`src/rtl/spi_pkg.sv`:
```
// spi_pkg -- shared definitions for the SPI slave interface.
//   Opcode constants carried in the top two bits of every received frame,
//   the receive/transmit FSM state type, and the default frame/response widths.
package spi_pkg;

    localparam int DEF_FRAME_W = 18;
    localparam int DEF_TX_W    = 16;

    localparam logic [1:0] ADDR_STORE = 2'b00;
    localparam logic [1:0] DATA_WRITE = 2'b01;
    localparam logic [1:0] READ_ADDR  = 2'b10;
    localparam logic [1:0] READ_DATA  = 2'b11;

    typedef enum logic [1:0] {
        IDLE    = 2'd0,
        RX      = 2'd1,
        WAIT_TX = 2'd2,
        TX      = 2'd3
    } spi_state_t;

endpackage

```
`src/rtl/spi_sync_edge.sv`:
```
// spi_sync_edge -- multi-flop synchronizer with edge detection.
//   sys_clock : system clock (rising edge)
//   reset_n   : asynchronous active-low reset; all flops load RST_VAL
//   din       : asynchronous input
//   sync      : synchronized level
//   rise/fall : single-cycle strobes on synchronized 0->1 / 1->0 transitions
module spi_sync_edge #(
    parameter int   STAGES  = 2,
    parameter logic RST_VAL = 1'b0
) (
    input  logic sys_clock,
    input  logic reset_n,
    input  logic din,
    output logic sync,
    output logic rise,
    output logic fall
);

    logic [STAGES-1:0] chain;
    logic              prev;

    always_ff @(posedge sys_clock or negedge reset_n) begin
        if (!reset_n) begin
            chain <= {STAGES{RST_VAL}};
            prev  <= RST_VAL;
        end else begin
            chain[0] <= din;
            for (int i = 1; i < STAGES; i++) chain[i] <= chain[i-1];
            prev <= chain[STAGES-1];
        end
    end

    assign sync = chain[STAGES-1];
    assign rise = sync & ~prev;
    assign fall = ~sync & prev;

endmodule

```
`src/rtl/spi_slave_if.sv`:
```
// spi_slave_if -- SPI mode-0 slave front end between an SPI master and a memory stage.
//   sys_clock, reset_n : system clock, asynchronous active-low reset
//   sclk, ss_n, mosi   : asynchronous SPI inputs (synchronized internally)
//   miso               : response data, MSB first, 0 outside response transfer
//   rx_data/rx_valid   : completed frame and its one-cycle strobe
//   tx_data/tx_valid   : read response from memory stage, low TX_W bits used
//   busy               : FSM not idle
//   frame_err          : only when SPI_SLAVE_FRAME_ERR_EN is defined; pulses when
//                        ss_n deasserts in the middle of a frame or response
module spi_slave_if
    import spi_pkg::*;
#(
    parameter int FRAME_W     = DEF_FRAME_W,
    parameter int TX_W        = DEF_TX_W,
    parameter int SYNC_STAGES = 2
) (
    input  logic               sys_clock,
    input  logic               reset_n,
    input  logic               sclk,
    input  logic               ss_n,
    input  logic               mosi,
    output logic               miso,
    output logic [FRAME_W-1:0] rx_data,
    output logic               rx_valid,
    input  logic [FRAME_W-1:0] tx_data,
    input  logic               tx_valid,
    output logic               busy
`ifdef SPI_SLAVE_FRAME_ERR_EN
    ,
    output logic               frame_err
`endif
);

    localparam int MAX_W = (FRAME_W > TX_W) ? FRAME_W : TX_W;
    localparam int CNT_W = $clog2(MAX_W + 1);
    localparam logic [CNT_W-1:0] RX_LAST = CNT_W'(FRAME_W - 1);
    localparam logic [CNT_W-1:0] TX_LAST = CNT_W'(TX_W - 1);

    spi_state_t state, state_nxt;

    logic sclk_rise, sclk_fall, unused_sclk_s;
    logic ss_n_s, ss_rise, unused_ss_fall;
    logic [SYNC_STAGES-1:0] mosi_sync;
    logic mosi_s;

    logic [CNT_W-1:0]   cnt;
    logic [FRAME_W-2:0] shift;
    logic [TX_W-1:0]    tx_sr;
    logic [FRAME_W-1:0] frame_word;
    logic               frame_done, tx_done;

    // After reset the ss_n synchronizer holds its idle value, not the pin.
    // settle_pipe waits until the chain has flushed; armed then requires ss_n
    // to be seen high, so a select held low across reset cannot start a frame.
    logic [SYNC_STAGES:0] settle_pipe;
    logic                 armed;

    spi_sync_edge #(.STAGES(SYNC_STAGES), .RST_VAL(1'b0)) u_sclk_sync (
        .sys_clock (sys_clock),
        .reset_n   (reset_n),
        .din       (sclk),
        .sync      (unused_sclk_s),
        .rise      (sclk_rise),
        .fall      (sclk_fall)
    );

    spi_sync_edge #(.STAGES(SYNC_STAGES), .RST_VAL(1'b1)) u_ss_sync (
        .sys_clock (sys_clock),
        .reset_n   (reset_n),
        .din       (ss_n),
        .sync      (ss_n_s),
        .rise      (ss_rise),
        .fall      (unused_ss_fall)
    );

    // Same depth as the sclk chain so mosi lines up with the detected edge.
    always_ff @(posedge sys_clock or negedge reset_n) begin
        if (!reset_n) begin
            mosi_sync <= '0;
        end else begin
            mosi_sync[0] <= mosi;
            for (int i = 1; i < SYNC_STAGES; i++) mosi_sync[i] <= mosi_sync[i-1];
        end
    end
    assign mosi_s = mosi_sync[SYNC_STAGES-1];

    always_ff @(posedge sys_clock or negedge reset_n) begin
        if (!reset_n) begin
            settle_pipe <= '0;
            armed       <= 1'b0;
        end else begin
            settle_pipe <= {settle_pipe[SYNC_STAGES-1:0], 1'b1};
            armed       <= armed | (settle_pipe[SYNC_STAGES] & ss_n_s);
        end
    end

    assign frame_word = {shift, mosi_s};
    // ss_n rising always wins over a coincident final edge.
    assign frame_done = (state == RX) && sclk_rise && (cnt == RX_LAST) && !ss_rise;
    assign tx_done    = (state == TX) && sclk_rise && (cnt == TX_LAST) && !ss_rise;

    always_ff @(posedge sys_clock or negedge reset_n) begin
        if (!reset_n) state <= IDLE;
        else          state <= state_nxt;
    end

    always_comb begin
        state_nxt = state;
        case (state)
            IDLE:    if (armed && !ss_n_s) state_nxt = RX;
            RX:      if (frame_done && frame_word[FRAME_W-1 -: 2] == READ_DATA) state_nxt = WAIT_TX;
            WAIT_TX: if (tx_valid) state_nxt = TX;
            TX:      if (tx_done) state_nxt = RX;
            default: state_nxt = IDLE;
        endcase
        if (ss_rise) state_nxt = IDLE;
    end

    always_ff @(posedge sys_clock or negedge reset_n) begin
        if (!reset_n) begin
            cnt      <= '0;
            shift    <= '0;
            tx_sr    <= '0;
            rx_data  <= '0;
            rx_valid <= 1'b0;
        end else begin
            rx_valid <= frame_done;
            if (frame_done) rx_data <= frame_word;
            case (state)
                IDLE: begin
                    cnt   <= '0;
                    shift <= '0;
                    tx_sr <= '0;
                end
                RX: begin
                    if (sclk_rise) begin
                        if (cnt == RX_LAST) begin
                            cnt   <= '0;
                            shift <= '0;
                        end else begin
                            cnt   <= cnt + 1'b1;
                            shift <= frame_word[FRAME_W-2:0];
                        end
                    end
                end
                WAIT_TX: begin
                    if (tx_valid) begin
                        tx_sr <= tx_data[TX_W-1:0];
                        cnt   <= '0;
                    end
                end
                TX: begin
                    // Falling edge presents the next bit; rising edge is the
                    // master's sample point and is what gets counted.
                    if (sclk_fall) tx_sr <= {tx_sr[TX_W-2:0], 1'b0};
                    if (sclk_rise) begin
                        if (cnt == TX_LAST) begin
                            cnt   <= '0;
                            tx_sr <= '0;
                        end else begin
                            cnt <= cnt + 1'b1;
                        end
                    end
                end
                default: cnt <= '0;
            endcase
            if (ss_rise) begin
                cnt   <= '0;
                shift <= '0;
                tx_sr <= '0;
            end
        end
    end

    assign miso = (state == TX) ? tx_sr[TX_W-1] : 1'b0;
    assign busy = (state != IDLE);

    generate
        if (FRAME_W > TX_W) begin : g_tx_hi
            logic unused_tx_hi;
            assign unused_tx_hi = ^tx_data[FRAME_W-1:TX_W];
        end
    endgenerate

`ifdef SPI_SLAVE_FRAME_ERR_EN
    always_ff @(posedge sys_clock or negedge reset_n) begin
        if (!reset_n) frame_err <= 1'b0;
        else          frame_err <= ss_rise && (((state == RX) && (cnt != '0)) ||
                                               (state == WAIT_TX) || (state == TX));
    end
`endif

endmodule

```
`config.mk`:
```
export PLATFORM = sky130hd
export DESIGN_NAME = spi_slave_if
export DESIGN_NICKNAME = d
export VERILOG_FILES = /design/src/rtl/spi_pkg.sv /design/src/rtl/spi_sync_edge.sv /design/src/rtl/spi_slave_if.sv
export SDC_FILE = /design/constraint.sdc
export NUM_CORES = 1
export LEC_CHECK = 0
export CORE_ASPECT_RATIO = 1.4
export CORE_MARGIN = 1
export CORE_UTILIZATION = 50
export CTS_BUF_LIST = sky130_fd_sc_hd__clkbuf_8 sky130_fd_sc_hd__clkbuf_16
export CTS_CLUSTER_SIZE = 14
export DETAILED_ROUTE_END_ITERATION = 6
export HOLD_SLACK_MARGIN = 0.05
export PLACE_DENSITY = 0.8
export SETUP_SLACK_MARGIN = 0.15
export SLEW_MARGIN = 20
export SYNTH_ARGS = -nofsm -noshare
export SYNTH_HDL_FRONTEND = slang
export SYNTH_SLANG_ARGS = --single-unit
```
`constraint.sdc`:
```
create_clock -name sys_clock -period 4 [get_ports sys_clock]
set_input_delay 0.4 -clock sys_clock [delete_from_list [all_inputs] [get_ports sys_clock]]
set_output_delay 0.4 -clock sys_clock [all_outputs]
set_load 0.02 [all_outputs]
```
==> out/summary.md <==
- **worst setup margin** 1623 ps
- **count of synthesis-stage warnings from yosys** 0
- **Slew Viols, Final** 0
- **data arrival time at the worst-slack endpoint** 2610 ps
- **actual transition at the worst max-transition pin** 889.6 ps
- **clock latency reported for the late side of the worst-skew pair** 340 ps
- **reg2reg path depth** 6
- **worst r2r dst** tx_sr[15]
- **Starting Density** 51.44%
- **clock slew at the register clock pins of the worst setup and hold paths** 70 ps
- **Final Non-Filler Cells** 372
- **syn_area_per_cell** 12.54 µm²
- **part of the power in registers** 44.0%
- **fraction of layout instances using a drive strength above 1** 15.33%
- **Chip Height** 96.26 µm
- **reported net switching power** 0.6474 mW
- **Main synth FF type** sky130_fd_sc_hd__dfrtp_1
- **Worst EP required** 4230 ps
- **setup slack on the worst flop-to-flop path** 1620 ps
- **maximum number of pins on one net before global-route repair** 42
- **io pins** 45
- **part of the total power dissipated in combinational logic** 27.0%
- **total inserted antenna cells** 0
- **Pre-Repair DR Iteration Count** 4
- **core outline area** 6168 µm²
- **IR drop worst, VDD** 0.0002719 V
- **clock tree root buffer cell** sky130_fd_sc_hd__clkbuf_8
- **kind of capture point of the worst setup path** register
- **Total Die Area** 6673 µm²
- **Routed WL per cell** 15.70 µm
- **Max clock buf depth** 2
- **global-route wire length before repair** 9929 µm
- **setup repair after global routing missed its margin** no
- **part of the Yosys area used for sequential elements** 56.11%
- **final hold vios** 0
- **Post-Place Cells** 356
- **fraction of power spent switching nets** 33.45%
- **critical path capture point** tx_sr[15]
- **TritonCTS clock tree** done
- **post-placement worst setup slack** 1622 ps
- **Final period util** 59.43%
- **total track usage** 19.26%
- **Post-CTS Setup Repair Bufs** 0
- **PD cells** 509.7 nW/µm²
- **# port buffers** 42
- **horizontal extent of the die** 69.33 µm
- **DRT iter0 DRCs** 98
- **Static Leak** 1.719 nW
- **synthesized instance count** 253
- **Synth Cell Area** 3173 µm²
- **total of cells resized after clock tree synthesis** 0
- **# DRC** 0
- **sum of overflow across all layers after global routing** 0
- **clock power share** 29.0%
- **number of global-route vias before repair** 2179
- **gpl congestion** 0.8104
- **wire length after detailed routing** 5841 µm
- **P_int** 1.288 mW
- **max capacitance violation total** 0
- **half-perimeter wire length after placement** 3822 µm
- **beginning of the critical path** state[0]
- **HP Class** in2async
- **number of enable flip-flop cells after synthesis** 0
- **CP Class** reg2reg
- **Period minus WS final** 2377 ps
- **hold buffer count at CTS** 0
- **startpoint of the lowest-slack register-to-register path** state[0]
- **ANT nets after route** 0
- **largest clock skew in the final design** 9.049 ps
- **final hold slack** 115.8 ps
- **final setup violating endpoints** 0
- **Critical Path Source Type** register
- **share of synthesized registers carrying an async set or reset** 100.0%
- **count of fill cells added during filler insertion** 490
- **number of antenna violations at the first check in global routing** 0
- **post-DR vias/cell** 5.755
- **net count of the mapped netlist** 285
- **worst-path fanout max** 19
- **Max H-tree Level** 3
- **fmax** 0.4207 GHz
- **area added between synthesis and finish** 19.68%
- **status** completed
- **clock net sink count** 71
- **count of distinct cell types in the synthesized netlist** 41
- **std cell rows** 34
- **flops & latches, synth** 71
- **number of buffers created by CTS** 9
- **Final Net Count** 327
- **final-layout setup total negative slack** 0 ps
- **number of vias after detailed routing** 2141
- **worst slew margin relative to its limit** 40.57%
Yosys cell counts (2+ instances only):
cell type                  count  area share [%]
sky130_fd_sc_hd__a22o_1       33             9.1
sky130_fd_sc_hd__and2_1        2            0.39
sky130_fd_sc_hd__buf_2         3            0.47
sky130_fd_sc_hd__buf_4         2            0.47
sky130_fd_sc_hd__buf_6         5             1.8
sky130_fd_sc_hd__clkbuf_1      3            0.35
sky130_fd_sc_hd__dfrtp_1      68              54
sky130_fd_sc_hd__dfstp_2       3             2.5
sky130_fd_sc_hd__ha_1          8             3.2
sky130_fd_sc_hd__inv_1        11             1.3
sky130_fd_sc_hd__mux2_2       18             6.4
sky130_fd_sc_hd__mux2i_1      16             5.0
sky130_fd_sc_hd__nand2_1      20             2.4
sky130_fd_sc_hd__nand2b_1      4            0.79
sky130_fd_sc_hd__nand3_1       5            0.79
sky130_fd_sc_hd__nand3b_1      2            0.47
sky130_fd_sc_hd__nand4_1       3            0.59
sky130_fd_sc_hd__nor2_1        4            0.47
sky130_fd_sc_hd__nor2b_1       2            0.39
sky130_fd_sc_hd__o21ai_0      19             3.0
sky130_fd_sc_hd__o22ai_1       2            0.39
per-stage QoR:
stage / utilization, % / power [mW] / cell area [µm²]
after floorplan: - / 1.256 / 3173
final: 61.56 / 1.936 / 3797
after global placement: 58.30 / 1.357 / 3596
after CTS: 61.52 / 1.948 / 3795
after detailed placement: 58.30 / 1.377 / 3596
after global routing: 61.56 / 2.046 / 3797
cell type report:
class / instances / area [µm²] / area share (%)
multi-input cells: 158 / 1256 / 33.08
clock buffers: 10 / 137.6 / 3.624
repair buffers: 44 / 430.4 / 11.33
flip-flops and latches: 71 / 1780 / 46.89
clock inverters: 6 / 61.31 / 1.614
well taps: 72 / 90.09 / 2.372
inverters: 11 / 41.29 / 1.087
worst min-delay path by stage:
stage                          end  slack [ps]  depth (start not counted)
floorplan                    armed         100                          0
global placement    settle_pipe[2]         330                          0
detailed placement  settle_pipe[2]         340                          0
CTS                       tx_sr[8]         120                          1
global route              tx_sr[4]         150                          1
finish                    tx_sr[4]         120                          1
power by group through the flow:
stage / logic (mW) / clock network (mW) / registers [mW]
final: 0.523 / 0.562 / 0.851
after detailed placement: 0.515 / 0 / 0.863
after CTS: 0.521 / 0.578 / 0.850
after floorplan: 0.410 / 0 / 0.846
after global routing: 0.576 / 0.610 / 0.859
after global placement: 0.499 / 0 / 0.857
registers in the layout, indices dropped and copies added (netlist names):
name	flops
u_ss_sync.prev	1
state	2
armed	1
u_sclk_sync.prev	1
u_ss_sync.chain	2
cnt	5
mosi_sync	2
shift	17
u_sclk_sync.chain	2
rx_data	18
rx_valid	1
tx_sr	16
settle_pipe	3
placed cells by master (no fill, tap or decap), types with 2 or more instances in the layout:
cell type	count
sky130_fd_sc_hd__a22o_1	33
sky130_fd_sc_hd__and2_1	2
sky130_fd_sc_hd__buf_4	2
sky130_fd_sc_hd__clkbuf_8	10
sky130_fd_sc_hd__clkdlybuf4s50_1	41
sky130_fd_sc_hd__clkinv_2	2
sky130_fd_sc_hd__clkinv_4	2
sky130_fd_sc_hd__dfrtp_1	68
sky130_fd_sc_hd__dfstp_2	3
sky130_fd_sc_hd__ha_1	8
sky130_fd_sc_hd__inv_1	12
sky130_fd_sc_hd__mux2_2	18
sky130_fd_sc_hd__mux2i_1	16
sky130_fd_sc_hd__nand2_1	20
sky130_fd_sc_hd__nand2b_1	4
sky130_fd_sc_hd__nand3_1	5
sky130_fd_sc_hd__nand3b_1	2
sky130_fd_sc_hd__nand4_1	3
sky130_fd_sc_hd__nor2_1	3
sky130_fd_sc_hd__nor2b_1	2
sky130_fd_sc_hd__o21ai_0	19
sky130_fd_sc_hd__o22ai_1	2
cells by family (layout without fill, tap and decap cells):
logic type	after synthesis	in the layout	share of synthesized area [%]
flops	71	71	56.11
compound gates	64	64	15.30
simple gates	51	51	9.503
mux	34	34	11.44
buf+inv	24	71	4.377
fa+ha+maj	8	8	3.155
other cells	1	1	0.1182
critical path, stage by stage (launching register included):
cell and delay [ps]:
sky130_fd_sc_hd__dfrtp_1 390, sky130_fd_sc_hd__inv_1 80, sky130_fd_sc_hd__ha_1 440, sky130_fd_sc_hd__or3_4 480, sky130_fd_sc_hd__a21oi_4 460, sky130_fd_sc_hd__nor2_4 170
sky130_fd_sc_hd__a22o_1 250
routing by layer:
layer	wire length, µm	part of all wire (%)	GRT usage [%]	vias to the layer above
met1	2682	46	23.10	1083
met5	0	0	0	-
met3	209	3.6	4.398	10
li1	-	-	-	1003
met4	100	1.7	9.524	0
met2	2849	49	32.85	45
Note: power is estimated with default switching activity, not from simulation.
